--- src/rtl/vga_scan_swap_ctrl.sv ---
// vga_scan_swap_ctrl: VGA scan timing, linear display address and vblank-aligned double-buffer swap.
// Optional build macro SWAP_STATS_EN adds a saturating dropped_frames counter.
module vga_scan_swap_ctrl #(
    parameter int H_ACTIVE = 640,
    parameter int H_FP     = 16,
    parameter int H_SYNC   = 96,
    parameter int H_BP     = 48,
    parameter int V_ACTIVE = 480,
    parameter int V_FP     = 10,
    parameter int V_SYNC   = 2,
    parameter int V_BP     = 33
) (
    input  logic        clk,
    input  logic        reset_n,
    input  logic        frame_done,
    output logic        hsync,
    output logic        vsync,
    output logic        active,
    output logic [18:0] vga_addr,
    output logic        swap,
    output logic        frame_ack,
`ifdef SWAP_STATS_EN
    output logic [15:0] dropped_frames,
`endif
    output logic        busy
);

    localparam logic [9:0] H_LAST = 10'(H_ACTIVE + H_FP + H_SYNC + H_BP - 1);
    localparam logic [9:0] V_LAST = 10'(V_ACTIVE + V_FP + V_SYNC + V_BP - 1);
    localparam logic [9:0] H_ACT  = 10'(H_ACTIVE);
    localparam logic [9:0] V_ACT  = 10'(V_ACTIVE);
    localparam logic [9:0] HS_BEG = 10'(H_ACTIVE + H_FP);
    localparam logic [9:0] HS_END = 10'(H_ACTIVE + H_FP + H_SYNC - 1);
    localparam logic [9:0] VS_BEG = 10'(V_ACTIVE + V_FP);
    localparam logic [9:0] VS_END = 10'(V_ACTIVE + V_FP + V_SYNC - 1);

    typedef enum logic {IDLE, PENDING} state_t;

    state_t      state_q, state_d;
    logic [9:0]  h_q, h_d, v_q, v_d;
    logic        hsync_q, hsync_d, vsync_q, vsync_d, active_q, active_d;
    logic [18:0] addr_q, addr_d;
    logic        swap_q, swap_d, ack_q, ack_d;
    logic        pix_on, vblank, commit;

    always_comb begin
        h_d      = (h_q == H_LAST) ? '0 : h_q + 10'd1;
        v_d      = (h_q != H_LAST) ? v_q : (v_q == V_LAST) ? '0 : v_q + 10'd1;
        pix_on   = (h_q < H_ACT) && (v_q < V_ACT);
        active_d = pix_on;
        hsync_d  = !((h_q >= HS_BEG) && (h_q <= HS_END));
        vsync_d  = !((v_q >= VS_BEG) && (v_q <= VS_END));
        // Running address avoids a v*640 multiply; (0,0) re-anchors it each frame
        addr_d   = (h_q == '0 && v_q == '0) ? '0 : pix_on ? addr_q + 19'd1 : addr_q;
        vblank   = (h_q == '0) && (v_q == V_ACT);
        commit   = vblank && (state_q == PENDING || frame_done);
        swap_d   = swap_q ^ commit;
        ack_d    = commit;
        state_d  = commit ? IDLE : frame_done ? PENDING : state_q;
    end

    always_ff @(posedge clk or negedge reset_n) begin
        if (!reset_n) begin
            state_q  <= IDLE;
            h_q      <= '0;
            v_q      <= '0;
            hsync_q  <= 1'b1;
            vsync_q  <= 1'b1;
            active_q <= 1'b0;
            addr_q   <= '0;
            swap_q   <= 1'b0;
            ack_q    <= 1'b0;
        end else begin
            state_q  <= state_d;
            h_q      <= h_d;
            v_q      <= v_d;
            hsync_q  <= hsync_d;
            vsync_q  <= vsync_d;
            active_q <= active_d;
            addr_q   <= addr_d;
            swap_q   <= swap_d;
            ack_q    <= ack_d;
        end
    end

`ifdef SWAP_STATS_EN
    logic [15:0] drop_q, drop_d;

    always_comb begin
        drop_d = (vblank && state_q == IDLE && !frame_done && drop_q != 16'hFFFF) ? drop_q + 16'd1 : drop_q;
    end

    always_ff @(posedge clk or negedge reset_n) begin
        if (!reset_n) drop_q <= '0;
        else          drop_q <= drop_d;
    end

    assign dropped_frames = drop_q;
`endif

    assign hsync     = hsync_q;
    assign vsync     = vsync_q;
    assign active    = active_q;
    assign vga_addr  = addr_q;
    assign swap      = swap_q;
    assign frame_ack = ack_q;
    assign busy      = (state_q == PENDING);

endmodule

--- config.mk ---
export PLATFORM = sky130hd
export DESIGN_NAME = vga_scan_swap_ctrl
export DESIGN_NICKNAME = d
export VERILOG_FILES = /design/src/rtl/vga_scan_swap_ctrl.sv
export SDC_FILE = /design/constraint.sdc
export NUM_CORES = 1
export LEC_CHECK = 0
export CAP_MARGIN = 20
export CORE_AREA = 2 2 81 114
export CTS_CLUSTER_DIAMETER = 80
export DETAILED_ROUTE_END_ITERATION = 10
export DIE_AREA = 0 0 83 116
export GPL_ROUTABILITY_DRIVEN = 0
export SYNTH_ARGS = -nofsm -noshare
export SYNTH_HDL_FRONTEND = slang
export SYNTH_SLANG_ARGS = --single-unit
--- constraint.sdc ---
create_clock -name clk -period 1.8 [get_ports clk]
set_clock_uncertainty 0.2 [all_clocks]
set_input_delay 0.36 -clock clk [delete_from_list [all_inputs] [get_ports clk]]
set_output_delay 0.36 -clock clk [all_outputs]
set_load 0.01 [all_outputs]
# After elaboration in Yosys (flattened, before gate mapping)
# Cells that the tools add are included.
# totals
regBits	45
output_inout_bits	25
word_cells	42
# classes
n_addsub	3
magnitude_cmp	6
n_eq_ne	4
mux	6
n_bitwise	1
n_reduce_logical	13
# op_table
operator	count
2-to-1 mux 19 bit	2
adder 10 x 1 -> 10 bit (second input constant)	2
equality test 10 bit (second input constant)	2
zero test 10 bit	2
2-to-1 mux 10 bit	2
adder 19 x 1 -> 19 bit (second input constant)	1
equality test 10 x 9 -> 1 bit (second input constant)	1
>= comparator 10 bit (second input constant)	1
>= comparator 10 x 9 -> 1 bit (second input constant)	1
<= comparator 10 bit (second input constant)	1
<= comparator 10 x 9 -> 1 bit (second input constant)	1
less-than comparator 10 bit (second input constant)	1
less-than comparator 10 x 9 -> 1 bit (second input constant)	1
!= test 10 bit (second input constant)	1
logical AND 1 bit	6
nonzero test 2 bit	2
zero test 1 bit	2
2-to-1 mux 1 bit	2
logical OR 1 bit	1
bitwise XOR 1 bit	1

# Depth between registers and ports, before layout
# logic_depth
depth_word	4
ltp_mapped	7

# Worst setup path before layout
# Ideal clock, no wire load.
# synth_timing
path_type	reg-to-reg
start	register addr_q[0] (netlist: vga_addr[0])
end	register addr_q[16] (netlist: vga_addr[16])
setup_ns	0.073
t_arrival_ns	1.696
setup_slack_ns	-0.169
path_stages_with_launch	6
path_cell_list	dfrtp_1 -> ha_1 -> nand4b_1 -> or3_4 -> or4b_4 -> a21oi_2
# synth_between
elab_chain_cells	3
# synth_rtl
item	line_no	source
start: declaration	42	logic [18:0] addr_q, addr_d;
start signal: assignment	80	addr_q <= addr_d;
adder 19 x 1 -> 19 bit	54	addr_d = (h_q == '0 && v_q == '0) ? '0 : pix_on ? addr_q + 19'd1 : addr_q;
2-to-1 mux 19 bit (2 in series)	54	
# No other way between the ends. The select of a mux whose other input is x is not followed.
# A chain may end at the register's enable or synchronous reset.

# Worst setup path in the final report
# layout_timing
start	register h_q[7]
end	register addr_q[16] (netlist: vga_addr[16])
# layout_between
elab_chain_cells	3
# layout_rtl
item	line_no	source
start: declaration	40	logic [9:0] h_q, h_d, v_q, v_d;
start signal: assignment	65	h_q <= '0;
start signal: assignment	75	h_q <= h_d;
less-than comparator 10 bit or zero test 10 bit (tied branches)	49, 54	
logical AND 1 bit, on equally long branches	49, 54	
nonzero test 2 bit (no source line) or 2-to-1 mux 19 bit (tied branches)	-	
# Several ways; a longest one is shown, not always the timed one.

==> run summary <==
Synth Cell Area: 2360 um^2
PwrDens: 590 nW/um^2
Syn. warnings: 0
Seq cells post-synth: 45
Maximum clock insertion buffer count: 2
Peak supply drop: 0.398 mV
Die width: 83 um
Die H: 116 um
Core Region: 8560 um^2
Layout net count: 340
Overall routing resource usage: 12.6%
DR top layer: met4
CP startpoint kind: flip-flop
HP Start: swap
Clock-pin slew of the registers on the worst-case setup and hold paths: 60 ps
Async S/R FF share, synth: 100%
Tightest Pin Transition: 368 ps
Main combinational cell family by area after synthesis: simple AND/OR/NAND/NOR gates
# rows: 40
Setup violators final: 10
Routed met3 length: 173 um
Die footprint: 9630 um^2
WP data required: 1820 ps
Remaining antenna violation count after routing: 0
Number of CTS-inserted buffers: 5
DRT Pass-1 Iters: 4
R2R Path Start: h_q[7]
Worst-Skew Late Latency: 290 ps
Worst setup EP type: flip-flop
R2R depth: 4
Synthesized netlist cell count: 231
P&R area growth vs syn: 52.5%
Number of I/O port buffers: 27
Global-route wire length before repair: 9940 um
Root buffer cell: clkbuf_16
Xor and xnor area share after synthesis: 6.68%
Ratio of cells with drive above 1 in the final layout: 36.6%
Remaining Overflow, GRT: 0
Number of distinct library cells after synthesis: 46
Place WS: -205 ps
Final Critical Period: 1890 ps
Vias/cell: 4.92
H-tree levels: 2
Final HPWL DP: 4270 um
# clock sinks: 45
WHS Endpoint: swap
Post-Syn Nets: 239
Worst hold path class: reg -> reg
Hold slack final: 274 ps
Register area share after synthesis: 47.8%
Rel. slew slack: 75.2%
Vias in the first global route: 2128
Hold path depth: 1
Kind of critical path: reg -> reg
Post-Synth Simple-Gate Area: 27.6%
Top post-synthesis cells by area: dfrtp_1 46%, xnor2_1 4.1%, nand3_1 3.4%
FMAX: 528 MHz
Compound-cell area share of the yosys netlist: 10.1%
Worst R2R Setup Slack: -90 ps
Cell with the most instances after synthesis: dfrtp_1
Post-synthesis mux area share: 0.901%
Commonest cells in the synthesized netlist: 43 x dfrtp_1, 18 x nor2_1, 16 x nand3_1
Max-Cap Viols: 0
Pin count of the biggest net entering global routing: 46
Fraction of the mapped netlist area in adder cells: 2.65%
Ports: 28
Crit share post-route: 105%
RR Endpoint: vga_addr[16]
Prevailing post-synth register cell: dfrtp_1
Initial core utilization: 27.6%
Initial antenna violation count: 0
Fin. max-slew vios: 0
Setup ws final: -94.7 ps
Initial DRC count: 97
Diode count: 0
Critical Path AT: 1910 ps
Worst Path Max Fanout: 4
P_leak: 1.65 nW
Cell taking the most area after synthesis: dfrtp_1
Total Wirelength: 5980 um
Met1 wire length: 2510 um
DR WL/cell: 13.7 um
Unrepaired setup endpoints after global routing: yes
Vias: 2154
Outcome: finished with violations
Final hold violation count: 0
Drc violations: 0
Post-Syn Area per Cell: 10.2 um^2
Post-synth EDFFs: 0
CTS tree: yes
Share of the synthesized area in the top cell type: 45.6%
Failing checks: negative setup slack
Routed met2 length: 3180 um
## area by class of cell
class / instances / area [um^2]
Timing Repair Buffer: 102 / 857
Clock buffer: 7 / 143
Inverter: 10 / 37.5
Clock inverter: 1 / 30.0
Fill cell: 812 / 4960
Tap cell: 105 / 131
Sequential cell: 45 / 1130
Multi-Input combinational cell: 168 / 1270
## worst max-delay path, stage by stage (launching register included)
cell,delay (ps)
dfrtp_1,430
o21a_4,220
or3_4,380
or4b_4,490
a21oi_2,120
## metal layers
layer,vias up,GRT usage (%)
li1,1056,-
met1,1052,13.9
met2,36,24.1
met3,10,2.42
met4,0,4.70
met5,-,0
## sequential cells by signal (all words and copies together), names as in the netlist
name and flops:
active 1, busy 1, frame_ack 1, h_q 10
hsync 1, swap 1, v_q 10, vga_addr 19
vsync 1
## power breakdown
group,total [mW],internal [mW],switching [mW]
sequential,1.01,1.01,0.000861
combinational,0.0333,0.0110,0.0223
clock,1.08,0.694,0.382
total,2.12,1.72,0.405
## logic make-up (layout without fill, tap and decap cells)
group,Yosys count,in the layout
AO/OA/AOI/OAI,38,38
XOR/XNOR,18,18
adder cells (fa/ha/maj),5,5
buffers and inverters,18,120
flip-flops,45,45
multiplexers,2,2
AND/OR/NAND/NOR,105,105
## placed cells by master, fill, tap and decap left out, types with 4 or more instances in the layout
cell type / netlist / final
a21oi_1: 15 / 13
and3_1: 4 / 4
buf_4: 0 / 69
clkbuf_16: 0 / 5
clkdlybuf4s50_1: 0 / 6
dfrtp_1: 43 / 39
dfrtp_2: 0 / 4
dlygate4sd2_1: 0 / 16
dlymetal6s2s_1: 0 / 4
inv_1: 10 / 10
nand2_1: 10 / 10
nand3_1: 16 / 14
nand4_1: 12 / 12
nor2_1: 18 / 16
o21ai_0: 9 / 8
o31ai_1: 8 / 8
or3_1: 6 / 5
or4_1: 8 / 7
xnor2_1: 11 / 11
xor2_1: 7 / 7
## metrics by stage
| step | instances | instance area (um^2) | util, % | power [mW] | TNS [ps] |
|---|---|---|---|---|---|
| 3_5_place_dp | 417 | 3230 | 37.7 | 1.07 | -2040 |
| 3_3_place_gp | 417 | 3230 | 37.7 | 1.07 | -1220 |
| 5_1_grt | 438 | 3600 | 42.0 | 2.19 | -2780 |
| 2_1_floorplan | 231 | 2410 | - | 1.03 | -1170 |
| 6_report | 438 | 3600 | 42.0 | 2.12 | -476 |
| 4_1_cts | 433 | 3490 | 40.8 | 2.15 | -848 |
## what timing repair did
| item | 4_1_cts | 5_1_grt |
|---|---|---|
| setup buffers | 7 | 5 |
| pin swaps | 7 | 10 |
| endpoints found under the hold margin | 43 | 0 |
| setup endpoints to repair | 47 | 34 |
| gates resized for setup | 29 | 17 |
| hold buffers | 1 | 0 |
## how the worst max path moves through the flow
| stage | startpoint | end | slack [ps] | cells after the start |
|---|---|---|---|---|
| 2_1_floorplan | vga_addr[1] | vga_addr[16] | -150 | 5 |
| 3_3_place_gp | h_q[7] | vga_addr[10] | -160 | 4 |
| 3_5_place_dp | h_q[7] | vga_addr[10] | -210 | 4 |
| 4_1_cts | v_q[9] | vga_addr[10] | -90 | 4 |
| 5_1_grt | v_q[8] | vga_addr[15] | -150 | 6 |
| 6_report | h_q[7] | vga_addr[16] | -90 | 4 |
(Power assumes the default switching activity.)
